--- src/rtl/seq_detector_param.sv ---
// seq_detector_param
//   Detects a runtime-programmable PAT_W-bit serial pattern on a valid-qualified
//   bit stream. It supports overlapping and non-overlapping match modes. The
//   detect pulse is registered (Moore-style). A saturating hit counter and a
//   fill/progress output are provided for debug.
//
// Ports
//   clk_i      in   clock, all logic on posedge
//   clr_i      in   synchronous active-low reset, overrides every other input
//   valid_i    in   input_i is sampled only when high
//   input_i    in   serial data bit
//   cfg_we_i   in   configuration write strobe (wins over valid_i)
//   cfg_pat_i  in   new pattern, loaded on cfg_we_i
//   cfg_ovl_i  in   new overlap mode, loaded on cfg_we_i (1 = overlapping)
//   cnt_clr_i  in   clears the hit counter (a same-cycle hit still counts)
//   out        out  detect pulse, high for one cycle per hit
//   count_o    out  saturating hit count
//   fill_o     out  valid bits accumulated toward the current match window
//   pat_o      out  active pattern
//   ovl_o      out  active overlap mode
//   state_o    out  one-hot window state {ARMED, FILL, IDLE}, for debug
//
// Stream handshake: there is no back-pressure. A bit is transferred on every
// posedge where valid_i=1 and cfg_we_i=0. A bit presented together with
// cfg_we_i is dropped.
module seq_detector_param #(
  parameter int               PAT_W   = 4,
  parameter logic [PAT_W-1:0] PAT_RST = 4'b1011,
  parameter bit               OVL_RST = 1'b0,
  parameter int               CNT_W   = 16,
  localparam int              FILL_W  = $clog2(PAT_W + 1)
) (
  input  logic              clk_i,
  input  logic              clr_i,
  input  logic              valid_i,
  input  logic              input_i,
  input  logic              cfg_we_i,
  input  logic [PAT_W-1:0]  cfg_pat_i,
  input  logic              cfg_ovl_i,
  input  logic              cnt_clr_i,
  output logic              out,
  output logic [CNT_W-1:0]  count_o,
  output logic [FILL_W-1:0] fill_o,
  output logic [PAT_W-1:0]  pat_o,
  output logic              ovl_o,
  output logic [2:0]        state_o
);

  // IDLE: window empty. FILL: partially filled. ARMED: window full, so every
  // accepted bit is a match candidate. ARMED persists across hits only in
  // overlap mode. A non-overlapping hit empties the window.
  typedef enum logic [2:0] {
    S_IDLE  = 3'b001,
    S_FILL  = 3'b010,
    S_ARMED = 3'b100
  } state_t;

  localparam logic [FILL_W-1:0] FILL_FULL = FILL_W'(PAT_W);
  localparam logic [CNT_W-1:0]  CNT_MAX   = {CNT_W{1'b1}};

  state_t              r_state;
  logic [PAT_W-1:0]    r_hist;
  logic [FILL_W-1:0]   r_fill;
  logic                r_out;
  logic [CNT_W-1:0]    r_count;
  logic [PAT_W-1:0]    r_pat;
  logic                r_ovl;

  state_t              w_state_next;
  logic [PAT_W-1:0]    w_hist_n;
  logic [FILL_W-1:0]   w_fill_n;
  logic                w_accept;
  logic                w_hit;
  logic [PAT_W-1:0]    w_hist_next;
  logic [FILL_W-1:0]   w_fill_next;
  logic [PAT_W-1:0]    w_pat_next;
  logic                w_ovl_next;
  logic [CNT_W-1:0]    w_cnt_base;
  logic [CNT_W-1:0]    w_count_next;

  always_comb begin
    w_hist_n     = {r_hist[PAT_W-2:0], input_i};
    w_fill_n     = (r_fill == FILL_FULL) ? FILL_FULL : r_fill + FILL_W'(1);
    w_accept     = valid_i & ~cfg_we_i;
    w_hit        = w_accept && (w_fill_n == FILL_FULL) && (w_hist_n == r_pat);

    w_hist_next  = r_hist;
    w_fill_next  = r_fill;
    w_pat_next   = r_pat;
    w_ovl_next   = r_ovl;
    w_state_next = r_state;

    if (cfg_we_i) begin
      // A new config always flushes the window, so no partial match spans a
      // pattern or mode change.
      w_pat_next  = cfg_pat_i;
      w_ovl_next  = cfg_ovl_i;
      w_hist_next = '0;
      w_fill_next = '0;
    end else if (valid_i) begin
      // hist keeps shifting even after a non-overlapping hit. Only the fill
      // count is reset, which keeps the matched bits out of the next window.
      w_hist_next = w_hist_n;
      w_fill_next = (w_hit && !r_ovl) ? '0 : w_fill_n;
    end

    if (w_fill_next == '0) begin
      w_state_next = S_IDLE;
    end else if (w_fill_next == FILL_FULL) begin
      w_state_next = S_ARMED;
    end else begin
      w_state_next = S_FILL;
    end

    // Clear and hit together yield 1.
    w_cnt_base   = cnt_clr_i ? '0 : r_count;
    w_count_next = (w_hit && (w_cnt_base != CNT_MAX)) ? w_cnt_base + CNT_W'(1)
                                                      : w_cnt_base;
  end

  always_ff @(posedge clk_i) begin
    if (!clr_i) begin
      r_state <= S_IDLE;
      r_hist  <= '0;
      r_fill  <= '0;
      r_out   <= 1'b0;
      r_count <= '0;
      r_pat   <= PAT_RST;
      r_ovl   <= OVL_RST;
    end else begin
      r_state <= w_state_next;
      r_hist  <= w_hist_next;
      r_fill  <= w_fill_next;
      r_out   <= w_hit;
      r_count <= w_count_next;
      r_pat   <= w_pat_next;
      r_ovl   <= w_ovl_next;
    end
  end

  assign out     = r_out;
  assign count_o = r_count;
  assign fill_o  = r_fill;
  assign pat_o   = r_pat;
  assign ovl_o   = r_ovl;
  assign state_o = r_state;

endmodule
--- config.mk ---
export PLATFORM = sky130hd
export DESIGN_NAME = seq_detector_param
export DESIGN_NICKNAME = d
export VERILOG_FILES = /design/src/rtl/seq_detector_param.sv
export SDC_FILE = /design/constraint.sdc
export NUM_CORES = 1
export LEC_CHECK = 0
export ABC_AREA = 1
export CAP_MARGIN = 30
export CORE_UTILIZATION = 30
export CTS_CLUSTER_SIZE = 24
export DETAILED_ROUTE_END_ITERATION = 7
export SYNTH_ARGS = -nofsm -noshare
export SYNTH_HDL_FRONTEND = slang
export SYNTH_SLANG_ARGS = --single-unit
export TNS_END_PERCENT = 10
--- constraint.sdc ---
create_clock -name clk_i -period 2.6 [get_ports clk_i]
set_clock_uncertainty 0.1 [all_clocks]
set_input_delay 0.52 -clock clk_i [delete_from_list [all_inputs] [get_ports clk_i]]
set_output_delay 0.52 -clock clk_i [all_outputs]
set_load 0.005 [all_outputs]
==> results.ini, run 1 <==
[hold_path]
min_from=ovl_o
min_path_type=register to register
worstHoldPathCells=2

[global_routing]
grt_pass1_wl_um=8680
globalRoute.totalOverflow=0
antenna_found_initial=0
track_usage_pct=15.6
grt_max_degree=21
grt_pass1_vias=1881

[clock_tree]
ctsHoldBuffers=0
cts_tree=built
cts_setup_buffers=0
numCtsBuffers=5
cts-root-buf=clkbuf_8
h-tree-depth=2
clockBufferDepth=2
clkSlewWorstSetupHoldPaths_ps=70
clk_latency_ps=290
clock_sinks=31
ctsResizeCount=0

[layout]
num_antenna_cells=0
drive_gt1_share_pct=14.0
layout.cells.non_filler=435
syn_to_final_growth_pct=31.7
nets=371

[outcome]
status=finished, final reports clean

[run]
drv_cap=0

[power_and_ir_drop]
switching_power_mw=0.266
combPwrFrac_pct=9.4
swShare_pct=22.4
pwr-share-clk_pct=48.9
intPower_mw=0.924
vdd_drop_max_uv=313
pwr-share-seq_pct=41.7
p_leak_nw=1.07
power.density_nw_per_um2=452

[synth]
yosysUniqueCellTypes=28
synth_warnings=0
syn_area_um2=2000
ys_seq_area_share_pct=31.0
avgSynthCellArea_um2=6.47
syn_inst=309
ys_seq_elements=31
syn-num-nets=323

[floorplanning]
io_pins=39
rows=29
die_h_um=83.6
start_util_pct=31.3
coreArea_um2=6390
die_w_um=83.6
fp.dieArea_um2=6990

[drt]
wl_per_cell_um=11.6
via_per_inst=4.74
vias=2062
ant_nets=0
drt-initial-drc-count=93
finalWirelength_um=5040
remaining_drc_errors=0
drt_first_pass_iters=4

[setup_path]
end_kind=register
reg2reg_depth=8
r2r_slack_ps=630
timing.rr.start=fill_o[0]
startpoint=cnt_clr_i
critPathArrivalTime_ps=2340
cp_max_fo=8
cp.required_ps=2670
criticalPathCategory=primary input to register
start_kind=primary input

[placed_design]
dp_slack_ps=38.5
detailed_place_hpwl_um=3820
dp_cells=427
portBuffers=38
routabilityCongestion=0.839

[timing]
relSlewSlack_pct=81.1
finalSetupViolCount=0
finalMaxSlewViolations=0
hold_viol=0
tightest_slew_ps=282
final.setup.tns_ps=0
finalCriticalPeriod_ps=2270
setup_ws_ps=327
rsz0062_at_grt=no
fin_crit_sh_pct=87.4
max_clock_freq_mhz=440

## synth_stat cells (all sizes together)
master / count / area (um^2)
nand2: 100 / 408
dfxtp: 31 / 621
xnor2: 4 / 35.0
a211oi: 1 / 7.51
nor2: 49 / 231
buf: 4 / 38.8
a21oi: 23 / 126
inv: 40 / 158
nand4: 7 / 50.1
clkinv: 1 / 5.00
ha: 3 / 37.5
nor3: 1 / 5.00
o211ai: 1 / 7.51
xor2: 8 / 70.1
clkbuf: 3 / 11.3
o21ai: 8 / 40.0
nand3: 25 / 148
## flip-flops by register name, summed over array words and instances (netlist names)
| name | cells |
|---|---|
| fill_o | 3 |
| ovl_o | 1 |
| out | 1 |
| pat_o | 4 |
| r_hist | 3 |
| count_o | 16 |
| state_o | 3 |
## critical path, stage by stage
cell and delay (ps):
clkdlybuf4s50_1 510, inv_8 90, nand2_1 60, inv_1 90, ha_1 180, nand4_2 190, inv_1 140, nand2_1 80
nor2_1 140, nor2_2 50, buf_4 160, nand2_1 70, a21oi_1 60
## layer usage
metal,GRT usage [%],part of all wire (%)
met1,18.2,44
met3,4.95,5.6
met4,3.39,0.87
met2,27.7,49
met5,0,0
## worst paths after layout
kind / to
worst max-delay path: count_o[11]
worst min-delay path: ovl_o
worst max register to register: count_o[11]
worst min register to register: ovl_o
## cell usage in the layout (no fill, tap or decap), types with 5 or more instances in the layout
master and n:
buf_4 10, nor2_1 40, nand4_1 6, nand2_1 89, nor2_4 5, clkdlybuf4s50_1 38, dfxtp_1 31, a21oi_1 20
o21ai_0 8, xor2_1 8, nand2_2 10, inv_1 35, clkbuf_8 5, nand3_1 22
## stage by stage
stage          total power [mW]  instance area [um^2]  hold WS (ps)  util (%)
4_1_cts                    1.21                  2630           398      41.2
6_report                   1.19                  2630           396      41.2
5_1_grt                    1.24                  2630           431      41.2
3_3_place_gp              0.620                  2500           378      39.2
2_1_floorplan             0.568                  2000           360         -
3_5_place_dp              0.620                  2500           381      39.2
## power groups by stage
stage	sequential (mW)	clock, mW	combinational, mW
floorplan	0.507	0	0.0609
global placement	0.507	0	0.113
detailed placement	0.507	0	0.113
CTS	0.496	0.599	0.113
global route	0.498	0.620	0.126
finish	0.496	0.582	0.112
## cell type report
| class | instances | area [um^2] |
|---|---|---|
| Multi-Input combinational cell | 230 | 1170 |
| Fill cell | 701 | 3750 |
| Clock inverter | 2 | 60.1 |
| Sequential cell | 31 | 621 |
| Timing Repair Buffer | 48 | 455 |
| Clock buffer | 6 | 72.6 |
| Inverter | 41 | 163 |
| Tap cell | 77 | 96.3 |
## cell families (layout without fill, tap and decap cells)
kind of cell	Yosys count	in the layout	synth area share (%)
and+or+nand+nor	182	182	42.1
adders and majority gates	3	3	1.88
AOI/OAI and AO/OA	33	33	9.07
DFF	31	31	31.0
xor gates and xnor gates	12	12	5.26
buffers and inverters	48	97	10.6
Note: power is estimated with default switching activity, not from simulation.
==> run 2: changes to the inputs <==
--- a/config.mk
+++ b/config.mk
@@ -7,9 +7,11 @@
 export LEC_CHECK = 0
 export ABC_AREA = 1
 export CAP_MARGIN = 30
-export CORE_UTILIZATION = 30
+export CORE_UTILIZATION = 39
+export CTS_BUF_LIST = sky130_fd_sc_hd__clkbuf_8
 export CTS_CLUSTER_SIZE = 24
 export DETAILED_ROUTE_END_ITERATION = 7
+export MAX_ROUTING_LAYER = met4
 export SYNTH_ARGS = -nofsm -noshare
 export SYNTH_HDL_FRONTEND = slang
 export SYNTH_SLANG_ARGS = --single-unit
==> run 2 against run 1 <==
Die area down 23%; core utilization rose by 13 points; global-route usage increased by 5.1 points; setup slack better by 6.7 ps; sequential power hardly changed; critical endpoint is now count_o[6]; highest routed layer unchanged.
==> results.ini, run 2 (synthesis results as in run 1) <==
[setup_path]
cp.required_ps=2720
timing.rr.start=fill_o[0]
worstPathCellList=clkdlybuf4s50_1 -> inv_8 -> nand2_1 -> inv_1 -> ha_1 -> nand4_2 -> nor2_1 -> buf_4 -> xor2_1 -> nand3_1 -> a21oi_1
r2r_slack_ps=650
cp_max_fo=4
r2r_end=count_o[11]
end_kind=register
startpoint=cnt_clr_i
reg2reg_depth=8
criticalPathCategory=primary input to register
cp-endpoint=count_o[6]
max_stage_delay_ps=530
crit_buf_inv=4
critPathSlowestCell=clkdlybuf4s50_1
critPathArrivalTime_ps=2380
cp.depth=11
cp_top_family=buffers and inverters
start_kind=primary input

[clock_tree]
clkSlewWorstSetupHoldPaths_ps=70
h-tree-depth=2
ctsHoldBuffers=0
ctsResizeCount=0
numCtsBuffers=5
cts_setup_buffers=0
cts-root-buf=clkbuf_8
clockBufferDepth=2
clock_sinks=31
clk_latency_ps=290
cts_tree=built

[power_and_ir_drop]
p_leak_nw=1.06
vdd_drop_max_uv=211
total_power_mw=0.999
power.density_nw_per_um2=386

[placed_design]
detailed_place_hpwl_um=3780
routabilityCongestion=0.844
portBuffers=38
postPlaceCellArea_um2=2500

[timing]
max_clock_freq_mhz=441
fin_crit_sh_pct=87.2
tightest_slew_ps=300
rsz0062_at_grt=no
final.setup.tns_ps=0
finalCriticalPeriod_ps=2270
relSlewSlack_pct=79.9
finalSetupViolCount=0
hold_viol=0
finalMaxSlewViolations=0

[drt]
via_per_inst=4.75
vias=2022
finalWirelength_um=4890
wl_per_cell_um=11.5
ant_nets=0
remaining_drc_errors=0
drt-initial-drc-count=118
drt_first_pass_iters=4

[floorplanning]
io_pins=39
rows=25
die_w_um=73.6
fp.dieArea_um2=5420
coreArea_um2=4820
start_util_pct=41.5
die_h_um=73.6

[global_routing]
grt_max_degree=16
track_usage_pct=20.7
grt_pass1_vias=1816
antenna_found_initial=0
globalRoute.totalOverflow=0
grt_pass1_wl_um=8290

[layout]
layout_commonest_cell=nand2_1
largest_reg_flops=16
final_area_um2=2590
drive_gt1_share_pct=14.5
final_util_pct=53.8
final_cell_mix=nand2_1 (89), nor2_1 (40), clkdlybuf4s50_1 (38)
nets=373
syn_to_final_growth_pct=29.6
fillerInstances=526
num_antenna_cells=0

[outcome]
status=finished, final reports clean

[hold_path]
worstHoldPathCells=2
min_path_type=register to register

[run]
drv_cap=0

==> run 2: changes by cell type in the layout (fill, tap and decap cells not counted), sizes merged <==
cell / delta
buf: +2
bufinv: -2
clkinv: +1
==> run 2: final cells by class <==
type	instances	area [um^2]	area share, %
inverters	41	163	6.28
clock buffers	6	82.6	3.19
repair buffers	50	470	18.2
clock inverters	1	5.00	0.193
well taps	67	83.8	3.24
flip-flops and latches	31	621	23.9
multi-input cells	230	1170	45.0
==> run 2: how the worst min path moves through the flow <==
| stage | startpoint | to | slack (ps) |
|---|---|---|---|
| CTS | ovl_o | ovl_o | 380 |
| finish | ovl_o | ovl_o | 370 |
| global placement | ovl_o | ovl_o | 370 |
| floorplan | ovl_o | ovl_o | 360 |
| global route | ovl_o | ovl_o | 400 |
| detailed placement | ovl_o | ovl_o | 370 |
==> run 2: power breakdown <==
part | total [mW] | switching [mW] | internal [mW] | leakage (nW)
Clock | 0.388 | 0.181 | 0.207 | 0.0470
Combinational | 0.114 | 0.0582 | 0.0558 | 0.762
Sequential | 0.497 | 0.0105 | 0.486 | 0.252
==> run 2: worst register-to-register path: stages (launching register included) <==
cell	delay, ps
dfxtp_1	380
inv_1	80
ha_1	330
a21oi_1	150
nand3_1	150
nor2_4	280
nand2_4	200
nand2_1	110
a21oi_1	60
==> run 2: metrics by stage <==
stage / hold slack, ps / std cells / setup slack, ps
2_1_floorplan: 360 / 309 / 374
3_3_place_gp: 374 / 419 / 46.8
3_5_place_dp: 367 / 419 / 10.2
4_1_cts: 379 / 426 / 304
5_1_grt: 401 / 426 / 107
6_report: 373 / 426 / 334
==> run 2: routing by layer <==
metal  vias to the layer above  part of all wire [%]  global-route usage (%)
li1                       1068                     -                       -
met1                       907                    44                    23.3
met2                        39                    51                    36.7
met3                         8                   3.7                    4.25
met4                         0                   1.6                    6.41
met5                         -                     0                       -
==> run 3: changes to the inputs <==
--- a/config.mk
+++ b/config.mk
@@ -5,13 +5,12 @@
 export SDC_FILE = /design/constraint.sdc
 export NUM_CORES = 1
 export LEC_CHECK = 0
-export ABC_AREA = 1
-export CAP_MARGIN = 30
 export CORE_UTILIZATION = 39
 export CTS_BUF_LIST = sky130_fd_sc_hd__clkbuf_8
 export CTS_CLUSTER_SIZE = 24
 export DETAILED_ROUTE_END_ITERATION = 7
 export MAX_ROUTING_LAYER = met4
+export PLACE_DENSITY = 0.66
 export SYNTH_ARGS = -nofsm -noshare
 export SYNTH_HDL_FRONTEND = slang
 export SYNTH_SLANG_ARGS = --single-unit
==> run 3 against run 2 <==
Fmax is 5.4% lower; core utilization is 4.6 points higher; first-iteration DRC count is 32% lower; routed wire length is 22% lower; sequential share of layout area is 4.7 points higher; non-clock buffer count is 3 higher; critical endpoint is now count_o[4]; largest cell class unchanged.
==> results.ini, run 3 <==
[synth]
yosysUniqueCellTypes=42
synthFlopType=dfxtp_1
syn_area_um2=1540
ys_seq_area_share_pct=40.2
syn_inst=171
synth_edf_count=0
netlist_top_cells_count=dfxtp_1 (31), nand2_1 (14), a21oi_1 (13), nor2_1 (13), mux2i_1 (10)
ys_seq_elements=31
synth_most_common_cell=dfxtp_1
synthDominantCellAreaShare_pct=40.2
synth_area_leaders=dfxtp_1 (40%), mux2i_1 (6.5%), a21oi_1 (4.2%)
async_flop_share_pct=0
syn-num-nets=185
synth_warnings=0
avgSynthCellArea_um2=9.03
yosysTopAreaCell=dfxtp_1

[setup_path]
cp_top_family=simple AND/OR/NAND/NOR gates
cp_max_fo=13
max_stage_delay_ps=480
critPathArrivalTime_ps=2520
cp.required_ps=2730
end_kind=register
start_kind=register
criticalPathCategory=register to register
worstPathCellList=inv_1 -> ha_1 -> or2b_1 -> a21oi_2 -> o2111ai_1 -> buf_4 -> or4_1 -> nand2_1
crit_buf_inv=2
critPathSlowestCell=or4_1

[global_routing]
grt_pass1_vias=1401
antenna_found_initial=0
grt_pass1_wl_um=6410
track_usage_pct=20.6
globalRoute.totalOverflow=0
grt_max_degree=14

[placed_design]
detailed_place_hpwl_um=2890
portBuffers=38
dp_cells=266
routabilityCongestion=0.831
dp_slack_ps=-82.1

[timing]
max_clock_freq_mhz=418
finalSetupViolCount=0
relSlewSlack_pct=71.6
fin_crit_sh_pct=92.1
rsz0062_at_grt=no
hold_viol=0
finalMaxSlewViolations=0
tightest_slew_ps=426
setup_ws_ps=205
finalCriticalPeriod_ps=2400
hold_ws_ps=402

[clock_tree]
ctsResizeCount=0
ctsHoldBuffers=0
clockBufferDepth=2
h-tree-depth=2
clock_sinks=31
cts_tree=built
cts-root-buf=clkbuf_8
clkSlewWorstSetupHoldPaths_ps=70
clk_latency_ps=280
numCtsBuffers=5
cts_setup_buffers=0

[run]
drv_cap=0

[drt]
vias=1431
drt_first_pass_iters=4
finalWirelength_um=3810
drt-initial-drc-count=80
via_per_inst=5.22
wl_per_cell_um=13.9
remaining_drc_errors=0
ant_nets=0

[layout]
fillerInstances=345
nets=239
num_antenna_cells=0
largest_reg_flops=16
drive_gt1_share_pct=13.3
final_cell_mix=clkdlybuf4s50_1 (38), dfxtp_1 (31), buf_4 (15)
layout_commonest_cell=clkdlybuf4s50_1
layout.cells.non_filler=274
syn_to_final_growth_pct=40.4

[hold_path]
min_path_type=register to register

[floorplanning]
start_util_pct=41.5
fp.dieArea_um2=4210
die_h_um=64.9
io_pins=39
coreArea_um2=3720
rows=22
die_w_um=64.9

[power_and_ir_drop]
power.density_nw_per_um2=458
p_leak_nw=0.802
vdd_drop_max_uv=302

[outcome]
status=finished, final reports clean

-- run 3: final cells by class --
type	count	area (um^2)	area share (%)
clock inverters	1	7.51	0.346
repair buffers	53	493	22.7
well taps	48	60.1	2.77
inverters	6	22.5	1.04
multi-input cells	128	868	40.0
clock buffers	7	96.3	4.44
flip-flops and latches	31	621	28.6
-- run 3: logic make-up (layout without fill, tap and decap cells) --
kind of cell    after synthesis  in the layout  synth area share [%]
simple gates                 73             73                  27.2
compound gates               36             36                  16.0
flops                        31             31                  40.2
buf+inv                      12             67                  4.13
mux                          11             11                  7.21
xor+xnor                      5              5                  2.84
fa+ha+maj                     3              3                  2.43
-- run 3: final timing paths --
kind               start          end  slack, ps  depth (start not counted)
max            fill_o[0]   count_o[4]        200                          8
min          count_o[11]  count_o[11]        400                          2
max reg2reg    fill_o[0]   count_o[4]        200                          8
min reg2reg  count_o[11]  count_o[11]        400                          2
-- run 3: tightest hold or removal path: stages, from the launching register on --
cell and delay [ps]:
dfxtp_1 330, o31ai_1 70, a21oi_1 60
-- run 3: power by group --
part / total, mW / internal (mW) / switching, mW
registers: 0.490 / 0.483 / 0.00674
clock network: 0.419 / 0.240 / 0.179
logic: 0.0844 / 0.0467 / 0.0376
-- run 3: routing by layer --
metal	track usage (%)	vias to the layer above	wire (um)
met5	-	-	0
met4	8.61	0	38
met3	4.23	4	110
met2	32.3	31	1840
met1	25.5	668	1820
li1	-	728	-
-- run 3: per-stage QoR --
| step | instance area [um^2] | power (mW) | util [%] | setup TNS (ps) |
|---|---|---|---|---|
| 6_report | 2170 | 0.993 | 58.4 | 0 |
| 3_3_place_gp | 2060 | 0.582 | 55.3 | 0 |
| 4_1_cts | 2160 | 1.01 | 58.1 | 0 |
| 3_5_place_dp | 2060 | 0.585 | 55.3 | -265 |
| 5_1_grt | 2170 | 1.03 | 58.4 | 0 |
| 2_1_floorplan | 1540 | 0.538 | - | 0 |
